[src/rtl/fu_sched_if.sv]
// Issue-side and CDB-side bundle for the FU occupancy scheduler.
// master drives issue ways; slave reports busy, grants and CDB slots.
interface fu_sched_if #(
  parameter int WAYS  = 3,
  parameter int CDB_W = 3
);
  logic [WAYS-1:0]       issue_valid;
  logic [WAYS-1:0][2:0]  issue_fu;
  logic [5:0]            fu_busy;
  logic [5:0]            cdb_grant;
  logic [CDB_W-1:0]      cdb_valid;
  logic [CDB_W-1:0][2:0] cdb_fu;
  logic                  issue_err;

  modport master (
    output issue_valid,
    output issue_fu,
    input  fu_busy,
    input  cdb_grant,
    input  cdb_valid,
    input  cdb_fu,
    input  issue_err
  );

  modport slave (
    input  issue_valid,
    input  issue_fu,
    output fu_busy,
    output cdb_grant,
    output cdb_valid,
    output cdb_fu,
    output issue_err
  );
endinterface

[src/rtl/fu_sched_ctrl.sv]
// Tracks six FUs from issue to CDB broadcast, arbitrates CDB slots
// and reports per-FU busy back to the reservation station.
module fu_sched_ctrl #(
  parameter int SUPERSCALAR_WAYS = 3,
  parameter int CDB_W            = 3,
  parameter int MULT_LAT         = 4
) (
  input  logic       clock,
  input  logic       reset,
  input  logic       squash,
  fu_sched_if.slave  bus
);

  typedef enum logic [1:0] {
    IDLE,
    EXEC,
    DONE
  } st_e;

  localparam logic [3:0] MULT_LOAD = 4'(MULT_LAT - 2);

  st_e        st_q  [6];
  st_e        st_d  [6];
  logic [3:0] cnt_q [6];
  logic [3:0] cnt_d [6];

  logic [5:0]            grant;
  logic [5:0]            busy;
  logic [5:0]            acc;
  logic                  err_set;
  logic                  err_q;
  logic [CDB_W-1:0]      cv;
  logic [CDB_W-1:0][2:0] cf;

  function automatic logic is_mult(input int f);
    return (f == 3) || (f == 4);
  endfunction

  // CDB priority: multipliers first, then branch, then ALUs
  function automatic int prio_fu(input int p);
    int f;
    unique case (p)
      0:       f = 3;
      1:       f = 4;
      2:       f = 5;
      3:       f = 0;
      4:       f = 1;
      default: f = 2;
    endcase
    return f;
  endfunction

  function automatic logic [5:0] code_oh(input logic [2:0] c);
    logic [5:0] oh;
    oh = '0;
    unique case (1'b1)
      (c == 3'd1): oh = 6'b000001;
      (c == 3'd2): oh = 6'b000010;
      (c == 3'd3): oh = 6'b000100;
      (c == 3'd4): oh = 6'b001000;
      (c == 3'd5): oh = 6'b010000;
      (c == 3'd6): oh = 6'b100000;
      default:     oh = '0;
    endcase
    return oh;
  endfunction

  always_comb begin
    int slot;
    grant = '0;
    cv    = '0;
    cf    = '0;
    slot  = 0;
    if (!squash) begin
      for (int p = 0; p < 6; p++) begin
        if (st_q[prio_fu(p)] == DONE && slot < CDB_W) begin
          grant[prio_fu(p)] = 1'b1;
          cv[slot]          = 1'b1;
          cf[slot]          = 3'(prio_fu(p) + 1);
          slot              = slot + 1;
        end
      end
    end
  end

  always_comb begin
    busy = '0;
    for (int f = 0; f < 6; f++) begin
      busy[f] = (st_q[f] != IDLE) &&
                !(st_q[f] == DONE && grant[f]);
    end
  end

  // a way loses to any lower way aiming at the same legal FU
  always_comb begin
    logic [5:0] oh;
    logic [5:0] seen;
    acc     = '0;
    err_set = 1'b0;
    seen    = '0;
    oh      = '0;
    if (!squash) begin
      for (int j = 0; j < SUPERSCALAR_WAYS; j++) begin
        oh = bus.issue_valid[j] ? code_oh(bus.issue_fu[j]) : '0;
        if (|oh) begin
          if (|(oh & (busy | seen))) begin
            err_set = 1'b1;
          end else begin
            acc = acc | oh;
          end
          seen = seen | oh;
        end
      end
    end
  end

  always_comb begin
    for (int f = 0; f < 6; f++) begin
      st_d[f]  = st_q[f];
      cnt_d[f] = cnt_q[f];
      if (squash) begin
        st_d[f]  = IDLE;
        cnt_d[f] = '0;
      end else begin
        unique case (st_q[f])
          IDLE: begin
            if (acc[f]) begin
              st_d[f]  = is_mult(f) ? EXEC : DONE;
              cnt_d[f] = is_mult(f) ? MULT_LOAD : 4'd0;
            end
          end
          EXEC: begin
            if (cnt_q[f] != 4'd0) begin
              cnt_d[f] = cnt_q[f] - 4'd1;
            end else begin
              st_d[f] = DONE;
            end
          end
          DONE: begin
            if (grant[f]) begin
              st_d[f]  = IDLE;
              cnt_d[f] = '0;
              if (acc[f]) begin
                st_d[f]  = is_mult(f) ? EXEC : DONE;
                cnt_d[f] = is_mult(f) ? MULT_LOAD : 4'd0;
              end
            end
          end
          default: begin
            st_d[f]  = IDLE;
            cnt_d[f] = '0;
          end
        endcase
      end
    end
  end

  always_ff @(posedge clock or negedge reset) begin
    if (!reset) begin
      for (int f = 0; f < 6; f++) begin
        st_q[f]  <= IDLE;
        cnt_q[f] <= '0;
      end
      err_q <= 1'b0;
    end else begin
      for (int f = 0; f < 6; f++) begin
        st_q[f]  <= st_d[f];
        cnt_q[f] <= cnt_d[f];
      end
      if (err_set) begin
        err_q <= 1'b1;
      end
    end
  end

  assign bus.fu_busy   = busy;
  assign bus.cdb_grant = grant;
  assign bus.cdb_valid = cv;
  assign bus.cdb_fu    = cf;
  assign bus.issue_err = err_q;

endmodule

[src/flat_wrapper.sv]
// flat-port wrapper written by rule: the top's interface ports become plain ports
module fu_sched_ctrl_flat 
#(
  parameter int SUPERSCALAR_WAYS = 3,
  parameter int CDB_W            = 3,
  parameter int MULT_LAT         = 4
)
  (clock, reset, squash, bus_issue_valid, bus_issue_fu, bus_fu_busy, bus_cdb_grant, bus_cdb_valid, bus_cdb_fu, bus_issue_err);
  fu_sched_if #(.CDB_W(CDB_W)) bus_i ();
  input  logic clock;
  input  logic reset;
  input  logic squash;
  input wire logic [$bits(bus_i.issue_valid)-1:0] bus_issue_valid;
  input wire logic [$bits(bus_i.issue_fu)-1:0] bus_issue_fu;
  output wire logic [$bits(bus_i.fu_busy)-1:0] bus_fu_busy;
  output wire logic [$bits(bus_i.cdb_grant)-1:0] bus_cdb_grant;
  output wire logic [$bits(bus_i.cdb_valid)-1:0] bus_cdb_valid;
  output wire logic [$bits(bus_i.cdb_fu)-1:0] bus_cdb_fu;
  output wire logic [$bits(bus_i.issue_err)-1:0] bus_issue_err;
  assign bus_i.issue_valid = bus_issue_valid;
  assign bus_i.issue_fu = bus_issue_fu;
  assign bus_fu_busy = bus_i.fu_busy;
  assign bus_cdb_grant = bus_i.cdb_grant;
  assign bus_cdb_valid = bus_i.cdb_valid;
  assign bus_cdb_fu = bus_i.cdb_fu;
  assign bus_issue_err = bus_i.issue_err;
  fu_sched_ctrl #(.SUPERSCALAR_WAYS(SUPERSCALAR_WAYS), .CDB_W(CDB_W), .MULT_LAT(MULT_LAT)) u_core (.clock(clock), .reset(reset), .squash(squash), .bus(bus_i));
endmodule
[config.mk]
export PLATFORM = sky130hd
export DESIGN_NAME = fu_sched_ctrl_flat
export DESIGN_NICKNAME = d
export VERILOG_FILES = /design/src/rtl/fu_sched_if.sv /design/src/rtl/fu_sched_ctrl.sv /design/src/flat_wrapper.sv
export SDC_FILE = /design/constraint.sdc
export NUM_CORES = 1
export LEC_CHECK = 0
export CAP_MARGIN = 40
export CELL_PAD_IN_SITES_DETAIL_PLACEMENT = 0
export CELL_PAD_IN_SITES_GLOBAL_PLACEMENT = 1
export CORE_MARGIN = 3
export CORE_UTILIZATION = 41
export DETAILED_ROUTE_END_ITERATION = 12
export HOLD_SLACK_MARGIN = 0.1
export PLACE_DENSITY_LB_ADDON = 0.1
export SLEW_MARGIN = 15
export SYNTH_ARGS = -nofsm -noshare
export SYNTH_HDL_FRONTEND = slang
export SYNTH_SLANG_ARGS = --single-unit
[constraint.sdc]
create_clock -name clock -period 8.1 [get_ports clock]
set_clock_uncertainty 0.1 [all_clocks]
set_input_delay 1.62 -clock clock [delete_from_list [all_inputs] [get_ports clock]]
set_output_delay 1.62 -clock clock [all_outputs]
set_load 0.05 [all_outputs]
==> results of run 1 <==
==> flip-flops by register name (all words and copies together), names as in the netlist <==
| signal | flops |
|---|---|
| u_core.st_q | 8 |
| u_core.cnt_q | 8 |
| u_core.bus.issue_err | 1 |
==> worst max-delay path, cell delays in order (launching register included) <==
cell and delay, ns:
dfrtp_1 0.50, nand2b_1 0.29, ha_1 0.37, a21boi_2 0.35
or2_1 0.40, nand2_1 0.11, ha_1 0.30, and2_1 0.35
nor4_1 0.42, a31oi_1 0.09, or2_1 0.25, o21ai_1 0.12
o21a_1 0.16, clkdlybuf4s50_1 0.80
==> power breakdown <==
group          internal [mW]  switching [mW]
clock network         0.0342          0.0327
registers             0.0897         0.00629
logic                 0.0415          0.0660
==> layout by cell type (no fill, tap or decap), types with 3 or more instances in the layout <==
cell and count:
nand2_1 21, or3_1 5, clkdlybuf4s50_1 39, o21a_1 3
o21ai_1 3, dfrtp_1 17, a21oi_1 30, o22ai_1 3
nor3_1 9, o21ai_0 9, nand2b_1 4, inv_1 19
nor2_1 26, a31oi_1 12, nand3b_1 3, nand3_1 11
clkbuf_8 3, nand4bb_1 3, xnor2_1 3, and4b_1 4
nor3b_1 5, ha_1 9, nand4b_1 9, o211ai_1 3
and2_1 3
==> stage by stage <==
stage | power [mW] | instances | worst slack [ns] | area (um2) | util (%)
6_report | 0.270 | 368 | 1.61 | 2510 | 55.0
5_1_grt | 0.290 | 368 | 1.26 | 2510 | 55.0
4_1_cts | 0.273 | 368 | 1.64 | 2510 | 55.0
3_5_place_dp | 0.204 | 364 | 1.95 | 2460 | 54.0
3_3_place_gp | 0.203 | 363 | 2.06 | 2450 | 53.6
2_1_floorplan | 0.168 | 270 | 2.11 | 2020 | -
==> per-layer routing <==
layer	track usage [%]	wire [um]	vias to the layer above
met3	2.48	284	4
met5	0	0	-
met4	4.71	53	0
met2	32.1	2530	64
met1	26.7	2730	1007
li1	-	-	1078
==> layout make-up <==
| class | count | area [um2] |
|---|---|---|
| repair buffers | 41 | 413 |
| multi-input cells | 222 | 1470 |
| well taps | 65 | 81.3 |
| clock buffers | 3 | 41.3 |
| clock inverters | 1 | 5.00 |
| flip-flops and latches | 17 | 425 |
| fillers | 437 | 2050 |
| inverters | 19 | 71.3 |
==> worst paths after layout <==
check,start,end,cells past startpoint
setup reg to reg,u_core.st_q[4],u_core.bus.issue_err,12
setup / recovery,u_core.st_q[4],bus_cdb_valid[0],13
max in group asynchronous,reset,u_core.cnt_q[7],2
min in group asynchronous,reset,u_core.bus.issue_err,1
hold reg to reg,u_core.cnt_q[9],u_core.cnt_q[9],1
hold / removal,u_core.cnt_q[9],u_core.cnt_q[9],1
==> cell families after synthesis <==
kind of cell               share of synthesized area, %
muxes                                              1.55
and+or+nand+nor                                    34.6
other                                             0.186
xor gates and xnor gates                           1.73
DFF                                                21.1
buffers and inverters                              6.07
adders and majority gates                          6.56
AOI/OAI and AO/OA                                  28.3
==> results.cfg, run 1 <==
[outcome]
status = completed

[clock_tree]
post_cts_buffers = 0
hold_buffers = 0
cts_resized = 0
numCtsBuffers = 3
cts.htree.levels = 1
cts_tree = yes
clock_path_buffers = 2
worstSkewPairLatency_ns = 0.26
clk_pin_slew_worst_paths_ns = 0.08
cts_root_buf = clkbuf_8
clock-sinks = 17

[worst_setup_path]
end_kind = primary output
worstPathArrival_ns = 4.77
cp.required_ns = 6.38
crit_type = flip-flop to primary output
rrSetupSlack_ns = 4.04
crit_path_start_kind = flip-flop
cp_max_fo = 12

[placement]
globalplace.congestion = 0.914
io_buffer_count = 39
place_hpwl_mm = 4.37

[drt]
drtPass1Iterations = 5
vias = 2153
ant_nets = 0
vias_per_cell = 5.85
drt-total-wl_mm = 5.59
first_iter_violations = 202
wire_per_inst_um = 15.2
drc = 0

[grt]
antenna_found_initial = 0
grt_pass1_wl_mm = 9.37
grt_remaining_overflow = 0
grt_usage_pct = 19.4
grt_pass1_vias = 1987
grt_max_degree = 35

[synth]
synth_area_um2 = 2020
synth_edf_count = 0
yosysTopAreaCellShare_pct = 21.1
syn_inst = 270
yosysTopAreaCell = dfrtp_1
yosysMostFrequentCell = a21oi_1
synth_commonest_cells = a21oi_1, nor2_1, nand2_1
syn_area_per_cell_um2 = 7.48
synth_area_leaders = dfrtp_1, a21oi_1, ha_1
ys_warn_count = 0
synth.net_count = 295
ys_seq_elements = 17
synth.distinct_cells = 60
yosysSeqAreaShare_pct = 21.1
async_reset_ff_share_pct = 100
yosys_most_used_dff = dfrtp_1

[finish]
syn2layout_area_growth_pct = 24.2
diodes = 0
fin_nets = 329
drive_gt1_share_pct = 4.29

[floorplanning]
initial_core_util_pct = 44.3
die_h_um = 76.2
dieArea_um2 = 5810
core_area_um2 = 4560
io_pins = 40
rows = 24
dieWidth_um = 76.2

[pwr]
ir_worst_vdd_v = 0.0000601
powerDensity_nw_per_um2 = 108
power.leakage_nw = 0.957

[run]
cap_viol_max_count = 0

[timing]
fin_setup_tns_ns = 0
fmax_mhz = 154
min_period_over_period_pct = 80.1
hold_violations = 0
max-slew-margin-rel_pct = 61.5
rsz0062_at_grt = false
min_period_ns = 6.49
tightest_slew_ns = 0.576
setup_viol = 0
finalMaxSlewViolations = 0
whs_ns = 0.424

[hold_path]
worstHoldPathType = flip-flop to flip-flop
Note: power is estimated with default switching activity, not from simulation.
==> run 2: changes to the inputs <==
Settings changed: CORE_UTILIZATION 41 to 38.
Clock period 8.1 ns to 6.75 ns, I/O delays scaled along.
==> run 2 against run 1 <==
  * Final cell count is 0.54% higher
  * Setup slack worse by 1.0 ns
  * Critical path depth is 1 lower
  * Design area about the same
  * Core utilization decreased by 4.2 points
  * Via count rose by 0.74%
  * Die area rose by 7.3%
  * Global-route usage grew 0.41 points
  * Routed wire length up 3.0%
  * Clock power up 16%
  * Critical path type unchanged
  * Highest routed layer unchanged
==> results.cfg, run 2 (synthesis results as in run 1) <==
[timing]
whs_ns = 0.404
max-slew-margin-rel_pct = 60.8
min_period_over_period_pct = 91.1
rsz0062_at_grt = false
hold_violations = 0
finalMaxSlewViolations = 0
tightest_slew_ns = 0.587
fmax_mhz = 163
fin_setup_tns_ns = 0
setup_viol = 0
min_period_ns = 6.15

[clock_tree]
cts_tree = yes
post_cts_buffers = 0
clock-sinks = 17
cts_root_buf = clkbuf_8
cts.htree.levels = 1
cts_resized = 0
worstSkewPairLatency_ns = 0.25
numCtsBuffers = 3
clock_path_buffers = 2
clk_pin_slew_worst_paths_ns = 0.07
hold_buffers = 0

[finish]
fin_nets = 329
drive_gt1_share_pct = 4.29
syn2layout_area_growth_pct = 24.3
layout.cells.most_common = clkdlybuf4s50_1
fillers = 531
final_cell_mix = clkdlybuf4s50_1, a21oi_1, nor2_1
diodes = 0

[drt]
first_iter_violations = 109
vias = 2169
drc = 0
wire_per_inst_um = 15.6
drtPass1Iterations = 4
ant_nets = 0
vias_per_cell = 5.86
drt-total-wl_mm = 5.76

[pwr]
power.leakage_nw = 0.957
ir_worst_vdd_v = 0.0000952
power_mw = 0.322
powerDensity_nw_per_um2 = 128

[floorplanning]
initial_core_util_pct = 40.9
rows = 25
dieArea_um2 = 6230
core_area_um2 = 4940
io_pins = 40
dieWidth_um = 78.9
die_h_um = 78.9

[worst_setup_path]
cp.required_ns = 5.30
crit_type = flip-flop to primary output
crit_path_start_kind = flip-flop
end_kind = primary output
cp_max_fo = 12
worstPathArrival_ns = 4.70

[placement]
globalplace.congestion = 0.937
io_buffer_count = 39
place_hpwl_mm = 4.60

[grt]
grt_remaining_overflow = 0
grt_pass1_vias = 2058
antenna_found_initial = 0
grt_pass1_wl_mm = 9.96
grt_usage_pct = 19.8
grt_max_degree = 35

[hold_path]
worstHoldPathType = flip-flop to flip-flop

[run]
cap_viol_max_count = 0

[outcome]
status = completed
==> run 2: cell counts in the layout (fill, tap and decap cells not counted) <==
Identical to the previous run, type by type.
==> run 2: cell type report <==
cell class	instances	area [um2]	share of cell area (%)
Multi-Input combinational cell	222	1470	58.6
Sequential cell	17	425	16.9
Timing Repair Buffer	41	413	16.4
Tap cell	67	83.8	3.34
Inverter	19	71.3	2.84
Clock buffer	3	41.3	1.64
Clock inverter	1	5.00	0.199
==> run 2: routing by layer <==
layer	share of wire, %	routed length, um	track usage, %	vias to the layer above
met5	0	0	0	-
met4	1.1	63	4.30	0
met3	4.4	253	2.49	6
met2	48	2740	34.0	63
met1	47	2700	26.6	1024
li1	-	-	-	1076
==> run 2: final timing paths <==
path	start	to	cells after the start	slack (ns)
max	u_core.st_q[4]	bus_cdb_fu[0]	12	0.60
min	u_core.cnt_q[9]	u_core.cnt_q[9]	1	0.40
max reg2reg	u_core.st_q[4]	u_core.bus.issue_err	12	2.75
min reg2reg	u_core.cnt_q[9]	u_core.cnt_q[9]	1	0.40
max in group asynchronous	reset	u_core.cnt_q[9]	2	4.95
min in group asynchronous	reset	u_core.bus.issue_err	1	1.21
==> run 2: stage by stage <==
stage | util [%] | std cells | area (um2) | worst slack, ns
CTS | 50.8 | 370 | 2510 | 0.618
finish | 50.8 | 370 | 2510 | 0.604
global placement | 49.6 | 365 | 2450 | 0.995
detailed placement | 49.9 | 366 | 2470 | 0.914
global route | 50.8 | 370 | 2510 | 0.206
floorplan | - | 270 | 2020 | 1.03
==> run 2: critical path: stages, from the launching register on <==
cell             delay [ns]
dfrtp_1                0.48
nand2b_1               0.28
ha_1                   0.37
a21boi_2               0.34
or2_1                  0.40
nand2_1                0.11
ha_1                   0.29
and2_1                 0.34
nor4_1                 0.45
a31oi_1                0.09
or3_1                  0.33
a21oi_1                0.15
clkdlybuf4s50_1        0.81
==> run 2: report_power, final <==
| group | internal, mW | switching, mW |
|---|---|---|
| sequential | 0.108 | 0.00743 |
| combinational | 0.0499 | 0.0791 |
| clock | 0.0410 | 0.0367 |
==> run 3: changes to the inputs <==
Settings changed: GPL_ROUTABILITY_DRIVEN set to 0.
==> results of run 3 <==
The final DEF is identical to that of run 2; final timing and power are the same.
